[src/rtl/lsu_pkg.sv]
// rtl/lsu_pkg.sv - shared encodings and lane constants for the load/store unit
package lsu_pkg;

   localparam int WORD_W = 32;
   localparam int BYTE_W = 8;
   localparam int LANES  = WORD_W / BYTE_W;

   typedef enum logic [1:0] {
      SZ_BYTE = 2'b00,
      SZ_HALF = 2'b01,
      SZ_WORD = 2'b10,
      SZ_RSVD = 2'b11
   } size_e;

   typedef enum logic [1:0] {
      IDLE = 2'b00,
      RD   = 2'b01,
      WR   = 2'b10,
      RESP = 2'b11
   } state_e;

   // Big-endian lanes: byte offset 0 sits at bit 24, offset 3 at bit 0.
   function automatic logic [4:0] lane_lsb(input logic [1:0] off);
      return {~off, 3'b000};
   endfunction

endpackage

[src/rtl/lsu_if.sv]
// rtl/lsu_if.sv - pipeline request/response and data-memory signals of the load/store unit
interface lsu_if;

   logic        req;
   logic        we;
   logic [1:0]  size;
   logic        sign_ext;
   logic [31:0] addr;
   logic [31:0] wdata;
   logic        busy;
   logic        done;
   logic        err;
   logic [31:0] rdata;
   logic [31:0] mem_addr;
   logic [31:0] mem_wdata;
   logic        mem_wr_en;
   logic        mem_rd_en;
   logic [31:0] mem_rdata;

   modport slave (
      input  req, we, size, sign_ext, addr, wdata, mem_rdata,
      output busy, done, err, rdata, mem_addr, mem_wdata, mem_wr_en, mem_rd_en
   );

   modport master (
      output req, we, size, sign_ext, addr, wdata, mem_rdata,
      input  busy, done, err, rdata, mem_addr, mem_wdata, mem_wr_en, mem_rd_en
   );

endinterface

[src/rtl/lsu_byte_lane.sv]
// rtl/lsu_byte_lane.sv - combinational lane extract/extend for loads and lane merge for stores
module lsu_byte_lane
   import lsu_pkg::*;
(
   input  logic [31:0] word_i,
   input  size_e       size_i,
   input  logic [1:0]  off_i,
   input  logic        sign_ext_i,
   input  logic [31:0] wdata_i,
   output logic [31:0] load_o,
   output logic [31:0] merge_o
);

   logic [4:0]  sh;
   logic [7:0]  byte_sel;
   logic [15:0] half_sel;

   always_comb begin
      sh       = lane_lsb(off_i);
      byte_sel = 8'(word_i >> sh);
      half_sel = off_i[1] ? word_i[15:0] : word_i[31:16];
      load_o   = word_i;
      merge_o  = wdata_i;
      case (size_i)
         SZ_BYTE: begin
            load_o  = {{24{sign_ext_i & byte_sel[7]}}, byte_sel};
            merge_o = (word_i & ~(32'h0000_00FF << sh)) | (32'(wdata_i[7:0]) << sh);
         end
         SZ_HALF: begin
            load_o  = {{16{sign_ext_i & half_sel[15]}}, half_sel};
            merge_o = off_i[1] ? {word_i[31:16], wdata_i[15:0]}
                               : {wdata_i[15:0], word_i[15:0]};
         end
         default: ;
      endcase
   end

endmodule

[src/rtl/load_store_unit.sv]
// rtl/load_store_unit.sv - byte/half/word load-store sequencer over a word-wide data memory
// Optional LSU_MISALIGN_TRAP_EN: reject misaligned halfword/word accesses instead of aligning them.
module load_store_unit
   import lsu_pkg::*;
#(
   parameter int unsigned MEM_BYTES = 16384
) (
   input  logic clk,
   input  logic rst_n,
   lsu_if.slave bus
);

   state_e      state_q, state_d;
   logic [31:0] addr_q, addr_d;
   logic        we_q, we_d;
   size_e       size_q, size_d;
   logic [1:0]  off_q, off_d;
   logic        sext_q, sext_d;
   logic [31:0] wdata_q, wdata_d;
   logic [31:0] rword_q, rword_d;
   logic        err_q, err_d;

   size_e       req_size;
   logic        out_of_range;
   logic        misaligned;
   logic        reject;
   logic [1:0]  req_off;
   logic [31:0] load_data;
   logic [31:0] merge_data;

   assign req_size     = size_e'(bus.size);
   assign out_of_range = bus.addr >= 32'(MEM_BYTES);

`ifdef LSU_MISALIGN_TRAP_EN
   assign misaligned = ((req_size == SZ_HALF) && bus.addr[0]) ||
                       (req_size[1] && (bus.addr[1:0] != 2'b00));
`else
   assign misaligned = 1'b0;
`endif

   assign reject = out_of_range | misaligned;

   // Without the trap, low address bits below the access size are dropped.
   always_comb begin
      case (req_size)
         SZ_BYTE: req_off = bus.addr[1:0];
         SZ_HALF: req_off = {bus.addr[1], 1'b0};
         default: req_off = 2'b00;
      endcase
   end

   always_comb begin
      state_d = state_q;
      addr_d  = addr_q;
      we_d    = we_q;
      size_d  = size_q;
      off_d   = off_q;
      sext_d  = sext_q;
      wdata_d = wdata_q;
      rword_d = rword_q;
      err_d   = err_q;
      case (state_q)
         IDLE: begin
            if (bus.req) begin
               addr_d  = {bus.addr[31:2], 2'b00};
               we_d    = bus.we;
               size_d  = req_size;
               off_d   = req_off;
               sext_d  = bus.sign_ext;
               wdata_d = bus.wdata;
               err_d   = reject;
               if (reject)                      state_d = RESP;
               else if (bus.we && req_size[1])  state_d = WR;
               else                             state_d = RD;
            end
         end
         RD: begin
            rword_d = bus.mem_rdata;
            state_d = we_q ? WR : RESP;
         end
         WR:      state_d = RESP;
         default: state_d = IDLE;
      endcase
   end

   always_ff @(posedge clk or negedge rst_n) begin
      if (!rst_n) begin
         state_q <= IDLE;
         addr_q  <= '0;
         we_q    <= 1'b0;
         size_q  <= SZ_BYTE;
         off_q   <= 2'b00;
         sext_q  <= 1'b0;
         wdata_q <= '0;
         rword_q <= '0;
         err_q   <= 1'b0;
      end else begin
         state_q <= state_d;
         addr_q  <= addr_d;
         we_q    <= we_d;
         size_q  <= size_d;
         off_q   <= off_d;
         sext_q  <= sext_d;
         wdata_q <= wdata_d;
         rword_q <= rword_d;
         err_q   <= err_d;
      end
   end

   lsu_byte_lane u_lane (
      .word_i     (rword_q),
      .size_i     (size_q),
      .off_i      (off_q),
      .sign_ext_i (sext_q),
      .wdata_i    (wdata_q),
      .load_o     (load_data),
      .merge_o    (merge_data)
   );

   assign bus.busy      = (state_q != IDLE);
   assign bus.done      = (state_q == RESP);
   assign bus.err       = (state_q == RESP) & err_q;
   assign bus.rdata     = load_data;
   assign bus.mem_addr  = addr_q;
   assign bus.mem_wdata = size_q[1] ? wdata_q : merge_data;
   assign bus.mem_rd_en = (state_q == RD);
   assign bus.mem_wr_en = (state_q == WR);

endmodule

[src/flat_wrapper.sv]
// flat-port wrapper written by rule: the top's interface ports become plain ports
module load_store_unit_flat import lsu_pkg::*;
#(
   parameter int unsigned MEM_BYTES = 16384
)
  (clk, rst_n, bus_req, bus_we, bus_size, bus_sign_ext, bus_addr, bus_wdata, bus_mem_rdata, bus_busy, bus_done, bus_err, bus_rdata, bus_mem_addr, bus_mem_wdata, bus_mem_wr_en, bus_mem_rd_en);
  lsu_if bus_i ();
  input  logic clk;
  input  logic rst_n;
  input wire logic [$bits(bus_i.req)-1:0] bus_req;
  input wire logic [$bits(bus_i.we)-1:0] bus_we;
  input wire logic [$bits(bus_i.size)-1:0] bus_size;
  input wire logic [$bits(bus_i.sign_ext)-1:0] bus_sign_ext;
  input wire logic [$bits(bus_i.addr)-1:0] bus_addr;
  input wire logic [$bits(bus_i.wdata)-1:0] bus_wdata;
  input wire logic [$bits(bus_i.mem_rdata)-1:0] bus_mem_rdata;
  output wire logic [$bits(bus_i.busy)-1:0] bus_busy;
  output wire logic [$bits(bus_i.done)-1:0] bus_done;
  output wire logic [$bits(bus_i.err)-1:0] bus_err;
  output wire logic [$bits(bus_i.rdata)-1:0] bus_rdata;
  output wire logic [$bits(bus_i.mem_addr)-1:0] bus_mem_addr;
  output wire logic [$bits(bus_i.mem_wdata)-1:0] bus_mem_wdata;
  output wire logic [$bits(bus_i.mem_wr_en)-1:0] bus_mem_wr_en;
  output wire logic [$bits(bus_i.mem_rd_en)-1:0] bus_mem_rd_en;
  assign bus_i.req = bus_req;
  assign bus_i.we = bus_we;
  assign bus_i.size = bus_size;
  assign bus_i.sign_ext = bus_sign_ext;
  assign bus_i.addr = bus_addr;
  assign bus_i.wdata = bus_wdata;
  assign bus_i.mem_rdata = bus_mem_rdata;
  assign bus_busy = bus_i.busy;
  assign bus_done = bus_i.done;
  assign bus_err = bus_i.err;
  assign bus_rdata = bus_i.rdata;
  assign bus_mem_addr = bus_i.mem_addr;
  assign bus_mem_wdata = bus_i.mem_wdata;
  assign bus_mem_wr_en = bus_i.mem_wr_en;
  assign bus_mem_rd_en = bus_i.mem_rd_en;
  load_store_unit #(.MEM_BYTES(MEM_BYTES)) u_core (.clk(clk), .rst_n(rst_n), .bus(bus_i));
endmodule
[config.mk]
export PLATFORM = sky130hd
export DESIGN_NAME = load_store_unit_flat
export DESIGN_NICKNAME = d
export VERILOG_FILES = /design/src/rtl/lsu_pkg.sv /design/src/rtl/lsu_if.sv /design/src/rtl/lsu_byte_lane.sv /design/src/rtl/load_store_unit.sv /design/src/flat_wrapper.sv
export SDC_FILE = /design/constraint.sdc
export NUM_CORES = 1
export LEC_CHECK = 0
export ABC_AREA = 1
export CAP_MARGIN = 15
export CORE_MARGIN = 2
export CORE_UTILIZATION = 46
export CTS_BUF_LIST = sky130_fd_sc_hd__clkbuf_16
export DETAILED_ROUTE_END_ITERATION = 8
export GPL_TIMING_DRIVEN = 0
export MAX_ROUTING_LAYER = met4
export PLACE_DENSITY_LB_ADDON = 0.3
export SYNTH_ARGS = -nofsm -noshare
export SYNTH_HDL_FRONTEND = slang
export SYNTH_SLANG_ARGS = --single-unit
[constraint.sdc]
create_clock -name clk -period 1.6 [get_ports clk]
set_input_delay 0.16 -clock clk [delete_from_list [all_inputs] [get_ports clk]]
set_output_delay 0.16 -clock clk [all_outputs]
set_load 0.02 [all_outputs]
==> metrics.cfg <==
[outcome]
outcome=complete, but fails checks
violations=setup timing

[synthesis]
async_flop_share=1.00
synth.avg_cell_area_sq_um=7.40
syn_area_sq_mm=0.00570
yosys_warnings=0
synth_edf_count=0
synth_area_leaders=dfrtp_1 (45%), nand2_1 (21%), o21ai_0 (7.3%)
ys_seq_elements=103
synth.distinct_cells=32
synth_top_flop_cell=dfrtp_1
ys_seq_area_frac=0.452
yosysTopAreaCell=dfrtp_1
synth.top_cell.area_share=0.452
syn-instance-count=770

[cells_and_area]
layout.nets=1128
drive_gt1_frac=0.278
diodes=0
fin_cells=1194
final.fill_count=870
final_area_sq_mm=0.00928
syn_to_final_growth_pct=62.7

[setup_path]
arrival_ns=1.95
critPathLaunch=u_core.size_q[1]$_DFFE_PN0P_
required_ns=1.44
r2r_end=u_core.rword_q[14]$_DFFE_PN0P_
rrSetupSlack_ns=0.07
worst-path-stages=10
reg2regPathDepth=5
worstPathMaxFanout=7
crit_type=flop to output port
crit_path_max_incr_delay_ns=0.38
r2r_start=u_core.state_q[0]$_DFFE_PN0P_
path_cells=buf_6, nor2_4, buf_6, buf_4, buf_6, buf_6, buf_8, nand2_1, nand3_2, buf_6
cp_slowest_cell=dfrtp_1
crit_end=bus_mem_wdata[23]
crit_top_cell=buf_6
worst_setup_path_end_kind=output port
critical_path_buf_inv_count=7
startpoint_type=flop
critPathTopFamily=buffers and inverters

[sta]
hold_viol=0
whs_ns=0.320
finalCritPeriodShare=1.32
setup_slack_ns=-0.506
rsz0062_at_grt=true
worst_pin_slew_ns=0.809
finClkSkew_ns=0.00763
max_freq_mhz=475
slew_headroom=0.461
final_max_slew_viol_count=0
setup_viol=64
fin_crit_ns=2.11

[clock_tree]
cts_made_buffers=9
path_clk_slew_ns=0.08
clock_latency_ns=0.37
htree_levels=3
root_buffer=clkbuf_16
cts_sinks=103
clockBufferDepth=2
cts_tree=done

[drt]
drtIter0Drc=711
vias=6760
drc=0
postRouteAntennaNets=0
wl_per_cell_um=19.5
firstDrtPassIters=7
via_per_inst=5.66
finalWirelength_mm=23.3

[global_routing]
globalRouteOverflowTotal=0
grtUsageTotal=0.367
grt.busiest_layer=met2
grtUsageMet1=0.460
grtUsageMet2=0.542
globalRouteMet3Util=0.111
antenna_found_initial=0
grt_first_pass_wirelength_mm=36.0
grt_pass1_vias=6847
grt_max_degree=62

[power_and_ir_drop]
netSwitchingPower_mw=11.1
ir_drop_uv=1200
p_sw_frac=0.495
power_leakage_nw=4.43
clkPwrFrac=0.100
finalPower_mw=22.5
p_int_mw=11.4
comb_power_share=0.679
seqPwrFrac=0.222
pwr_density_cell_mw_per_mm2=2420

[placed_design]
place_area_sq_mm=0.00795
portBuffers=201
pre_cts_ws_ns=-0.643
post-place-cells=1141
dp_hpwl_mm=16.1
place_congestion=0.997

[floorplan]
core_area_sq_mm=0.0121
die_x_um=115
ioPinCount=204
die_y_um=115
start_util=0.473
rows=40
die_area_sq_mm=0.0133

[hold_path]
worstHoldPathType=primary input to flop

[flow_run]
drv_cap=0

-- Yosys cell counts (2+ instances only) --
cell / number
o2111ai_1: 8
o21ai_0: 83
a21oi_1: 27
clkbuf_1: 18
inv_1: 54
buf_2: 21
buf_6: 6
dfrtp_1: 103
buf_1: 2
buf_4: 3
a32oi_1: 3
inv_2: 4
o221ai_1: 5
a22oi_1: 10
nor2_2: 4
nand2_2: 2
ha_1: 4
nor2_1: 13
nand2_1: 316
nand3_1: 33
o21ai_2: 2
mux2_2: 4
o22ai_1: 19
o211ai_1: 18
-- cells by family (layout without fill, tap and decap cells) --
kind of cell               after synthesis  after routing  share of synthesized area
and+or+nand+nor                        371            372                      0.258
buffers and inverters                  109            363                     0.0867
DFF                                    103            103                      0.452
other                                    1              2                   0.000658
muxes                                    4              4                    0.00790
AOI/OAI and AO/OA                      178            178                      0.186
adders and majority gates                4              4                    0.00878
-- worst min-delay path: cells and delay by family --
kind / cells / cell delay (ns)
AND/OR/NAND/NOR: 2 / 0.10
buffers and inverters: 1 / 0.39
-- worst min-delay path by stage --
| stage | start | endpoint | cells past startpoint |
|---|---|---|---|
| final | bus_addr[9] | u_core.bus.mem_addr[9]$_DFFE_PN0P_ | 3 |
| after global routing | bus_wdata[25] | u_core.wdata_q[25]$_DFFE_PN0P_ | 3 |
| after CTS | bus_addr[2] | u_core.bus.mem_addr[2]$_DFFE_PN0P_ | 3 |
| after detailed placement | rst_n | u_core.rword_q[2]$_DFFE_PN0P_ | 1 |
| after global placement | u_core.bus.mem_addr[13]$_DFFE_PN0P_ | u_core.bus.mem_addr[13]$_DFFE_PN0P_ | 2 |
| after floorplan | rst_n | u_core.bus.mem_addr[10]$_DFFE_PN0P_ | 0 |
-- per-layer routing --
| metal | up-vias | share of wire |
|---|---|---|
| li1 | 3050 | - |
| met4 | 0 | 0.054 |
| met2 | 459 | 0.44 |
| met5 | - | 0 |
| met3 | 120 | 0.11 |
| met1 | 3131 | 0.39 |
-- metrics by stage --
stage | util | TNS [ns]
after global placement | 0.657 | -408.45
after floorplan | - | 0
after CTS | 0.754 | -21.38
final | 0.769 | -26.85
after detailed placement | 0.659 | -52.64
after global routing | 0.769 | -30.69
-- final cells by class --
type / count / area, sq um / area share
Clock inverter: 7 / 73.8 / 0.00796
Inverter: 59 / 250 / 0.0270
Multi-Input combinational cell: 560 / 3130 / 0.337
Tap cell: 168 / 210 / 0.0227
Buffer: 49 / 414 / 0.0446
Clock buffer: 9 / 225 / 0.0243
Sequential cell: 103 / 2580 / 0.278
Timing Repair Buffer: 239 / 2390 / 0.258
-- power groups by stage --
| stage | Combinational (mW) | Sequential, mW | Clock, mW |
|---|---|---|---|
| floorplan | 6.50 | 4.94 | 0 |
| global placement | 12.2 | 4.78 | 0 |
| detailed placement | 12.3 | 4.79 | 0 |
| CTS | 14.4 | 4.85 | 2.24 |
| global route | 16.1 | 5.09 | 2.38 |
| finish | 15.3 | 4.98 | 2.24 |
-- what timing repair did --
item | CTS | global route
gates resized for setup | 554 | 52
hold buffers | 1 | 0
endpoints found under the setup margin | 170 | 113
setup buffers | 27 | 4
endpoints found under the hold margin | 60 | 0
pin swaps | 28 | 11
cloned | 6 | 0
-- cell usage in the layout, fill, tap and decap left out, types with 9 or more instances in the layout --
master	Yosys	final
nand2_1	316	278
clkdlybuf4s50_1	0	131
dfrtp_1	103	101
o21ai_0	83	60
buf_6	6	53
buf_4	3	52
inv_1	54	48
nand2_2	2	30
nand3_1	33	19
o211ai_1	18	18
a21oi_1	27	18
o21ai_1	1	15
buf_2	21	14
nand3_2	0	14
o22ai_1	19	14
nor2_1	13	13
nand2_4	0	10
clkbuf_16	0	9
-- state kept, by name (all words and copies together) (netlist names) --
| name | flops |
|---|---|
| u_core.off_q | 2 |
| u_core.we_q | 1 |
| u_core.rword_q | 32 |
| u_core.size_q | 2 |
| u_core.bus.mem_addr | 30 |
| u_core.err_q | 1 |
| u_core.state_q | 2 |
| u_core.wdata_q | 32 |
| u_core.sext_q | 1 |
Power figures use the tool's default switching activity.
